$ cat config.mk
export PLATFORM = sky130hd
export DESIGN_NAME = ps2_host_tx_flat
export DESIGN_NICKNAME = d
export VERILOG_FILES = /design/src/rtl/ps2_host_tx_if.sv /design/src/rtl/ps2_host_tx.sv /design/src/flat_wrapper.sv
export SDC_FILE = /design/constraint.sdc
export NUM_CORES = 1
export LEC_CHECK = 0
export CAP_MARGIN = 10
export CORE_MARGIN = 5
export CORE_UTILIZATION = 28
export CTS_BUF_LIST = sky130_fd_sc_hd__clkbuf_4 sky130_fd_sc_hd__clkbuf_8 sky130_fd_sc_hd__clkbuf_16
export DETAILED_ROUTE_END_ITERATION = 16
export SYNTH_ARGS = -nofsm -noshare
export SYNTH_HDL_FRONTEND = slang
export SYNTH_SLANG_ARGS = --single-unit
$ cat constraint.sdc
create_clock -name iCLK_50 -period 2.9 [get_ports iCLK_50]
set_input_delay 0.29 -clock iCLK_50 [delete_from_list [all_inputs] [get_ports iCLK_50]]
set_output_delay 0.29 -clock iCLK_50 [all_outputs]
set_load 0.05 [all_outputs]
$ cat src/rtl/ps2_host_tx_if.sv
// ps2_host_tx_if: command handshake between a byte producer and the PS/2 host transmitter.
//   iVALID/iDATA  producer offers a command byte
//   oREADY        transmitter idle and able to accept
//   oDONE/oERR    one-cycle completion pulses, oERR_CODE qualifies oERR
interface ps2_host_tx_if;
    logic       iVALID;
    logic [7:0] iDATA;
    logic       oREADY;
    logic       oDONE;
    logic       oERR;
    logic [1:0] oERR_CODE;
    modport master (output iVALID, iDATA, input oREADY, oDONE, oERR, oERR_CODE);
    modport slave  (input iVALID, iDATA, output oREADY, oDONE, oERR, oERR_CODE);
endinterface

$ cat src/rtl/ps2_host_tx.sv
// ps2_host_tx: sends one command byte from host to a PS/2 device (inhibit, request, bit clocking, ACK check).
//   iCLK_50, iRST_n        single clock, asynchronous active-low reset
//   cmd (slave)            command handshake and done/error pulses
//   ps2_clk_i, ps2_dat_i   raw line levels
//   ps2_clk_oe, ps2_dat_oe 1 pulls the line low, 0 releases it
module ps2_host_tx #(
    parameter int INHIBIT_CYCLES = 5000,
    parameter int TIMEOUT_CYCLES = 750000,
    parameter int FILTER_LEN     = 4
) (
    input  logic              iCLK_50,
    input  logic              iRST_n,
    ps2_host_tx_if.slave      cmd,
    input  logic              ps2_clk_i,
    input  logic              ps2_dat_i,
    output logic              ps2_clk_oe,
    output logic              ps2_dat_oe
);
    localparam int IW = $clog2(INHIBIT_CYCLES + 1);
    localparam int TW = $clog2(TIMEOUT_CYCLES + 1);
    localparam int FW = $clog2(FILTER_LEN + 1);
    localparam logic [IW-1:0] INH_LAST = IW'(INHIBIT_CYCLES - 1);
    localparam logic [TW-1:0] TMO_LAST = TW'(TIMEOUT_CYCLES - 1);
    localparam logic [FW-1:0] FLT_LAST = FW'(FILTER_LEN - 1);

    typedef enum logic [2:0] {IDLE, INHIBIT, REQ, SEND, ACK_WAIT, RELEASE_WAIT, DONE, ERR} state_t;

    state_t             state_q, state_d;
    logic [1:0]         s1_q, s2_q, filt_q, filt_d;
    logic [1:0][FW-1:0] flt_cnt_q, flt_cnt_d;
    logic [IW-1:0]      inh_q, inh_d;
    logic [TW-1:0]      tmo_q, tmo_d;
    logic [3:0]         idx_q, idx_d;
    logic [7:0]         data_q, data_d;
    logic [1:0]         code_q, code_d;
    logic               fall, timed, send_low;

    // bit 0 = clock line, bit 1 = data line; a level is accepted after
    // FILTER_LEN consecutive synchronized samples disagree with the current one
    always_comb begin
        filt_d    = filt_q;
        flt_cnt_d = '0;
        for (int i = 0; i < 2; i++)
            if (s2_q[i] != filt_q[i]) begin
                flt_cnt_d[i] = flt_cnt_q[i] + 1'b1;
                if (flt_cnt_q[i] == FLT_LAST) begin
                    filt_d[i]    = s2_q[i];
                    flt_cnt_d[i] = '0;
                end
            end
    end

    assign fall  = filt_q[0] & ~filt_d[0];
    assign timed = state_q inside {REQ, SEND, ACK_WAIT, RELEASE_WAIT};
    // idx 0..7 data LSB first, 8 parity (odd, so pull low when byte has odd weight), 9 stop
    assign send_low = idx_q < 4'd8 ? ~data_q[idx_q[2:0]] : (idx_q == 4'd8) & (^data_q);

    always_comb begin
        state_d = state_q;
        inh_d   = '0;
        idx_d   = idx_q;
        data_d  = data_q;
        code_d  = code_q;
        tmo_d   = (timed && !fall) ? tmo_q + 1'b1 : '0;
        case (state_q)
            IDLE:         if (cmd.iVALID) begin
                              state_d = INHIBIT;
                              data_d  = cmd.iDATA;
                          end
            INHIBIT:      if (inh_q == INH_LAST) state_d = REQ;
                          else inh_d = inh_q + 1'b1;
            REQ:          if (fall) begin
                              state_d = SEND;
                              idx_d   = '0;
                          end
            SEND:         if (fall) begin
                              if (idx_q == 4'd9) state_d = ACK_WAIT;
                              else idx_d = idx_q + 1'b1;
                          end
            ACK_WAIT:     if (fall) begin
                              state_d = filt_q[1] ? ERR : RELEASE_WAIT;
                              if (filt_q[1]) code_d = 2'b10;
                          end
            RELEASE_WAIT: if (&filt_q) state_d = DONE;
            default:      state_d = IDLE;
        endcase
        if (timed && !fall && tmo_q == TMO_LAST) begin
            state_d = ERR;
            code_d  = 2'b01;
        end
    end

    always_ff @(posedge iCLK_50 or negedge iRST_n)
        if (!iRST_n) begin
            state_q   <= IDLE;
            s1_q      <= '1;
            s2_q      <= '1;
            filt_q    <= '1;
            flt_cnt_q <= '0;
            inh_q     <= '0;
            tmo_q     <= '0;
            idx_q     <= '0;
            data_q    <= '0;
            code_q    <= '0;
        end else begin
            state_q   <= state_d;
            s1_q      <= {ps2_dat_i, ps2_clk_i};
            s2_q      <= s1_q;
            filt_q    <= filt_d;
            flt_cnt_q <= flt_cnt_d;
            inh_q     <= inh_d;
            tmo_q     <= tmo_d;
            idx_q     <= idx_d;
            data_q    <= data_d;
            code_q    <= code_d;
        end

    // line drivers decode the asynchronously reset state, so reset releases them at once
    assign ps2_clk_oe    = state_q == INHIBIT;
    assign ps2_dat_oe    = state_q == REQ || (state_q == SEND && send_low);
    assign cmd.oREADY    = state_q == IDLE;
    assign cmd.oDONE     = state_q == DONE;
    assign cmd.oERR      = state_q == ERR;
    assign cmd.oERR_CODE = code_q;
endmodule

$ cat src/flat_wrapper.sv
// flat-port wrapper written by rule: the top's interface ports become plain ports
module ps2_host_tx_flat 
#(
    parameter int INHIBIT_CYCLES = 5000,
    parameter int TIMEOUT_CYCLES = 750000,
    parameter int FILTER_LEN     = 4
)
  (iCLK_50, iRST_n, ps2_clk_i, ps2_dat_i, ps2_clk_oe, ps2_dat_oe, cmd_iVALID, cmd_iDATA, cmd_oREADY, cmd_oDONE, cmd_oERR, cmd_oERR_CODE);
  ps2_host_tx_if cmd_i ();
  input  logic iCLK_50;
  input  logic iRST_n;
  input  logic ps2_clk_i;
  input  logic ps2_dat_i;
  output logic ps2_clk_oe;
  output logic ps2_dat_oe;
  input wire logic [$bits(cmd_i.iVALID)-1:0] cmd_iVALID;
  input wire logic [$bits(cmd_i.iDATA)-1:0] cmd_iDATA;
  output wire logic [$bits(cmd_i.oREADY)-1:0] cmd_oREADY;
  output wire logic [$bits(cmd_i.oDONE)-1:0] cmd_oDONE;
  output wire logic [$bits(cmd_i.oERR)-1:0] cmd_oERR;
  output wire logic [$bits(cmd_i.oERR_CODE)-1:0] cmd_oERR_CODE;
  assign cmd_i.iVALID = cmd_iVALID;
  assign cmd_i.iDATA = cmd_iDATA;
  assign cmd_oREADY = cmd_i.oREADY;
  assign cmd_oDONE = cmd_i.oDONE;
  assign cmd_oERR = cmd_i.oERR;
  assign cmd_oERR_CODE = cmd_i.oERR_CODE;
  ps2_host_tx #(.INHIBIT_CYCLES(INHIBIT_CYCLES), .TIMEOUT_CYCLES(TIMEOUT_CYCLES), .FILTER_LEN(FILTER_LEN)) u_core (.iCLK_50(iCLK_50), .iRST_n(iRST_n), .cmd(cmd_i), .ps2_clk_i(ps2_clk_i), .ps2_dat_i(ps2_dat_i), .ps2_clk_oe(ps2_clk_oe), .ps2_dat_oe(ps2_dat_oe));
endmodule
==> results.txt <==
The run finished with clean final reports. Of all flip-flops after synthesis, the portion carrying an async set or reset was 100%. Summed over all layers, the global routing overflow is 0. Of the total power, the share spent switching nets is 24.2%. The part of the power in combinational logic is 11.9%.

The total of endpoints with negative setup slack in the final report came out at 0. Summed over its instances, the top area cell type makes up 44.0% of the synthesized netlist area. Yosys attributes the largest share of cell area to sky130_fd_sc_hd__dfrtp_1 (44%), sky130_fd_sc_hd__dfstp_2 (5.0%), sky130_fd_sc_hd__xnor2_1 (5.0%). The CTS H-tree depth came out at 3. For the worst-skew pair, the clock arrives at the later sink with an insertion delay of 0.32 ns. The final setup skew came out at 0.00713 ns. For this configuration, the core starts out at a cell density of 28.2%. The number of placed I/O pins is 20.

The number of warnings issued by yosys came out at 0. In this run the clock root is driven by a sky130_fd_sc_hd__clkbuf_16. For this design the ratio of total power to cell area is 683 mW/mm². The area of the die came out at 0.0136 mm². The CTS buffer count is 9.

By instance count, the leading cell after synthesis is sky130_fd_sc_hd__dfrtp_1. The worst setup path is launched from a flop. Yosys mapped a number of flops with a built-in enable equal to 0.

The DRC violation count after routing is 0. The total negative slack came out at 0 ns. The repair_antennas step left the layout with diodes totalling 0. The portion of total power attributed to sequential cells came out at 42.0%.

In this run the power spent charging and discharging nets is 0.000643 W. Once detailed placement completed, the half-perimeter wirelength came to 4130 µm. The register clock-pin slew on the reported worst setup and hold paths came out at 0.05 ns.

The arrival time of data at the critical path endpoint is 2.14 ns. The synthesized cell area came out at 0.00318 mm². The maximum buffer depth of the clock tree came out at 2. The mean post-synth cell area is 10.4 µm². Synthesis produced 307 cells. Of all cell types, the one taking the most synthesized area is sky130_fd_sc_hd__dfrtp_1. Cell internal power was estimated by the tool at 0.00201 W. In the final layout, the share of cells above drive strength 1 is 14.8%.

The post-placement cell area came out at 0.00354 mm². The number of DRC violations after detailed-routing iteration 0 came out at 105. For this run, the post-layout net count is 352. The data required time of the worst path is 2.61 ns. The final worst-path cycle share came out at 83.8%. The number of rows created at floorplan came out at 39. The cell area after layout came out at 0.00389 mm². The number of I/O port buffers is 19. The post-detailed-route wirelength per cell came out at 12.4 µm. STA classifies the critical path endpoint as an output port. The shortest period the worst path allows is 2.43 ns.

The layout-stage area growth over the synthesis result is 22.3%. The headroom to the max-slew limit came out at 65.1%. The critical path is of the flop to output port type. The synthesized netlist net count is 326. Static timing analysis puts the maximum clock frequency at 411 MHz. The weighted congestion reported at the end of routability-driven placement came out at 0.789. The initial antenna violation count is 0. The die extent in y is 117 µm. The number of slew-limit violations in the final report is 0.

The count of different cell masters after synthesis came out at 50. For this run, the detailed router's first-pass iteration total came to 4. The number of hold violations in the final report is 0. The routed layout has 2320 vias.

For this run, the leading register cell type out of synthesis is sky130_fd_sc_hd__dfrtp_1. The first global-routing pass estimated 10800 µm of wire. From left edge to right edge, the die measures 117 µm. The analysis attributes to cell leakage a power of 1.61 nW.

The number of placed instances, taps included, is 464. The largest net degree at the start of global routing is 40. The placeable core region came out at 0.0113 mm². The commonest cells after synthesis are sky130_fd_sc_hd__dfrtp_1 (56), sky130_fd_sc_hd__nor2_1 (27), sky130_fd_sc_hd__nand2_1 (20). In this run, the clock network consumes 46.1% of the power. VDD sags by at most 478 µV. The total wirelength of the detailed-routed design came out at 5980 µm. The transition at the pin with the smallest max-transition slack came out at 0.522 ns. The tightest min-delay check is of the flop to flop type.

Setup repair after global routing left no endpoint under its margin. The non-filler instance count after layout came out at 481. The number of violations of the max-capacitance limit is 0. The total global-route track usage is 9.79%. The via count of the first global-routing pass came out at 2354. The register area share after synthesis is 49.0%. The final antenna-violating net count came out at 0. TritonCTS built the clock tree. The number of clock sinks seen by CTS is 62.

The design draws 0.00266 W. The average via count per standard cell is 4.82. In this run, synthesis produced a sequential element count of 62. The largest driver fanout on the critical path came out at 5.
per-stage QoR:
| stage | hold WS [ns] | worst slack (ns) | utilization [%] |
|---|---|---|---|
| floorplan | -0.00559 | 0.413 | - |
| global placement | 0.307 | 0.451 | 31.4 |
| detailed placement | 0.313 | 0.400 | 31.4 |
| CTS | 0.355 | 0.0423 | 34.5 |
| global route | 0.362 | 0.341 | 34.5 |
| finish | 0.355 | 0.470 | 34.5 |
per-layer routing:
metal  track usage (%)  wire (µm)  share of wire [%]  vias to the layer above
li1                  -          -                  -                     1159
met1              12.4       2810                 47                     1110
met2              15.0       2790                 47                       36
met3              3.32        229                3.8                       15
met4              4.74        146                2.4                        0
met5                 0          0                  0                        -
layout make-up:
| class | instances | area (µm²) |
|---|---|---|
| clock buffers | 12 | 248 |
| flip-flops and latches | 62 | 1560 |
| repair buffers | 28 | 258 |
| multi-input cells | 225 | 1530 |
| clock inverters | 4 | 95.1 |
| inverters | 7 | 26.3 |
| well taps | 143 | 179 |
| fillers | 1111 | 7380 |
sequential cells by signal, indices dropped and copies added, names as in the netlist:
name,flops
u_core.s1_q,2
u_core.cmd.oERR_CODE,2
u_core.filt_q,2
u_core.s2_q,2
u_core.inh_q,13
u_core.tmo_q,20
u_core.state_q,3
u_core.flt_cnt_q,6
u_core.idx_q,4
u_core.data_q,8
cell families (layout without fill, tap and decap cells):
kind of cell               after synthesis  after routing  synth area share [%]
DFF                                     62             62                  49.0
buffers and inverters                   20             51                  3.03
and+or+nand+nor                        137            137                  24.4
muxes                                   15             15                  5.90
adders and majority gates                6              6                  2.36
xor gates and xnor gates                29             29                  7.98
AOI/OAI and AO/OA                       38             38                  7.35
power groups by stage:
| stage | Clock (W) | Combinational, W | Sequential, W |
|---|---|---|---|
| 2_1_floorplan | 0 | 0.000269 | 0.00108 |
| 3_3_place_gp | 0 | 0.000310 | 0.00112 |
| 3_5_place_dp | 0 | 0.000320 | 0.00113 |
| 4_1_cts | 0.00126 | 0.000325 | 0.00112 |
| 5_1_grt | 0.00129 | 0.000363 | 0.00114 |
| 6_report | 0.00122 | 0.000316 | 0.00112 |
placed cells by master, fill, tap and decap left out, types with 4 or more instances in the layout:
cell,Yosys,routed
sky130_fd_sc_hd__dfrtp_1,56,56
sky130_fd_sc_hd__nor2_1,27,27
sky130_fd_sc_hd__nand2_1,20,20
sky130_fd_sc_hd__xnor2_1,18,18
sky130_fd_sc_hd__clkdlybuf4s50_1,0,17
sky130_fd_sc_hd__nand3_1,14,14
sky130_fd_sc_hd__a21oi_1,12,12
sky130_fd_sc_hd__nor3_1,11,11
sky130_fd_sc_hd__xor2_1,11,11
sky130_fd_sc_hd__mux2_2,10,10
sky130_fd_sc_hd__o21ai_0,10,10
sky130_fd_sc_hd__nand4_1,10,10
sky130_fd_sc_hd__nor4_1,9,9
sky130_fd_sc_hd__clkbuf_16,0,9
sky130_fd_sc_hd__buf_4,0,8
sky130_fd_sc_hd__and3_1,7,7
sky130_fd_sc_hd__inv_1,7,7
sky130_fd_sc_hd__ha_1,6,6
sky130_fd_sc_hd__dfstp_2,6,6
sky130_fd_sc_hd__nor2b_1,5,5
sky130_fd_sc_hd__and4_1,5,5
sky130_fd_sc_hd__or3_1,5,5
sky130_fd_sc_hd__and2_1,4,4
sky130_fd_sc_hd__nor3b_1,4,4
final timing paths:
| path | start | cells after the start | slack, ns | end |
|---|---|---|---|---|
| worst max-delay path | u_core.state_q[1]$_DFFE_PN0P_ | 3 | 0.47 | ps2_clk_oe |
| worst min-delay path | u_core.s1_q[1]$_DFF_PN1_ | 0 | 0.35 | u_core.s2_q[1]$_DFF_PN1_ |
| worst max register to register | u_core.inh_q[5]$_DFF_PN0_ | 5 | 0.95 | u_core.state_q[0]$_DFFE_PN0P_ |
| worst min register to register | u_core.s1_q[1]$_DFF_PN1_ | 0 | 0.35 | u_core.s2_q[1]$_DFF_PN1_ |
| max in group asynchronous | iRST_n | 3 | 1.97 | u_core.inh_q[2]$_DFF_PN0_ |
| min in group asynchronous | iRST_n | 3 | 0.49 | u_core.flt_cnt_q[4]$_DFF_PN0_ |
worst max-delay path, cell delays in order, from the launching register on:
cell and delay (ns):
sky130_fd_sc_hd__dfrtp_1 0.43, sky130_fd_sc_hd__or3b_1 0.44, sky130_fd_sc_hd__inv_1 0.12, sky130_fd_sc_hd__clkdlybuf4s50_1 0.82
what timing repair did:
action	4_1_cts	5_1_grt
setup buffers	0	0
setup endpoints to repair	0	1
gates resized for setup	0	1
hold buffers	1	0
endpoints found under the hold margin	17	0
Note: power is estimated with default switching activity, not from simulation.
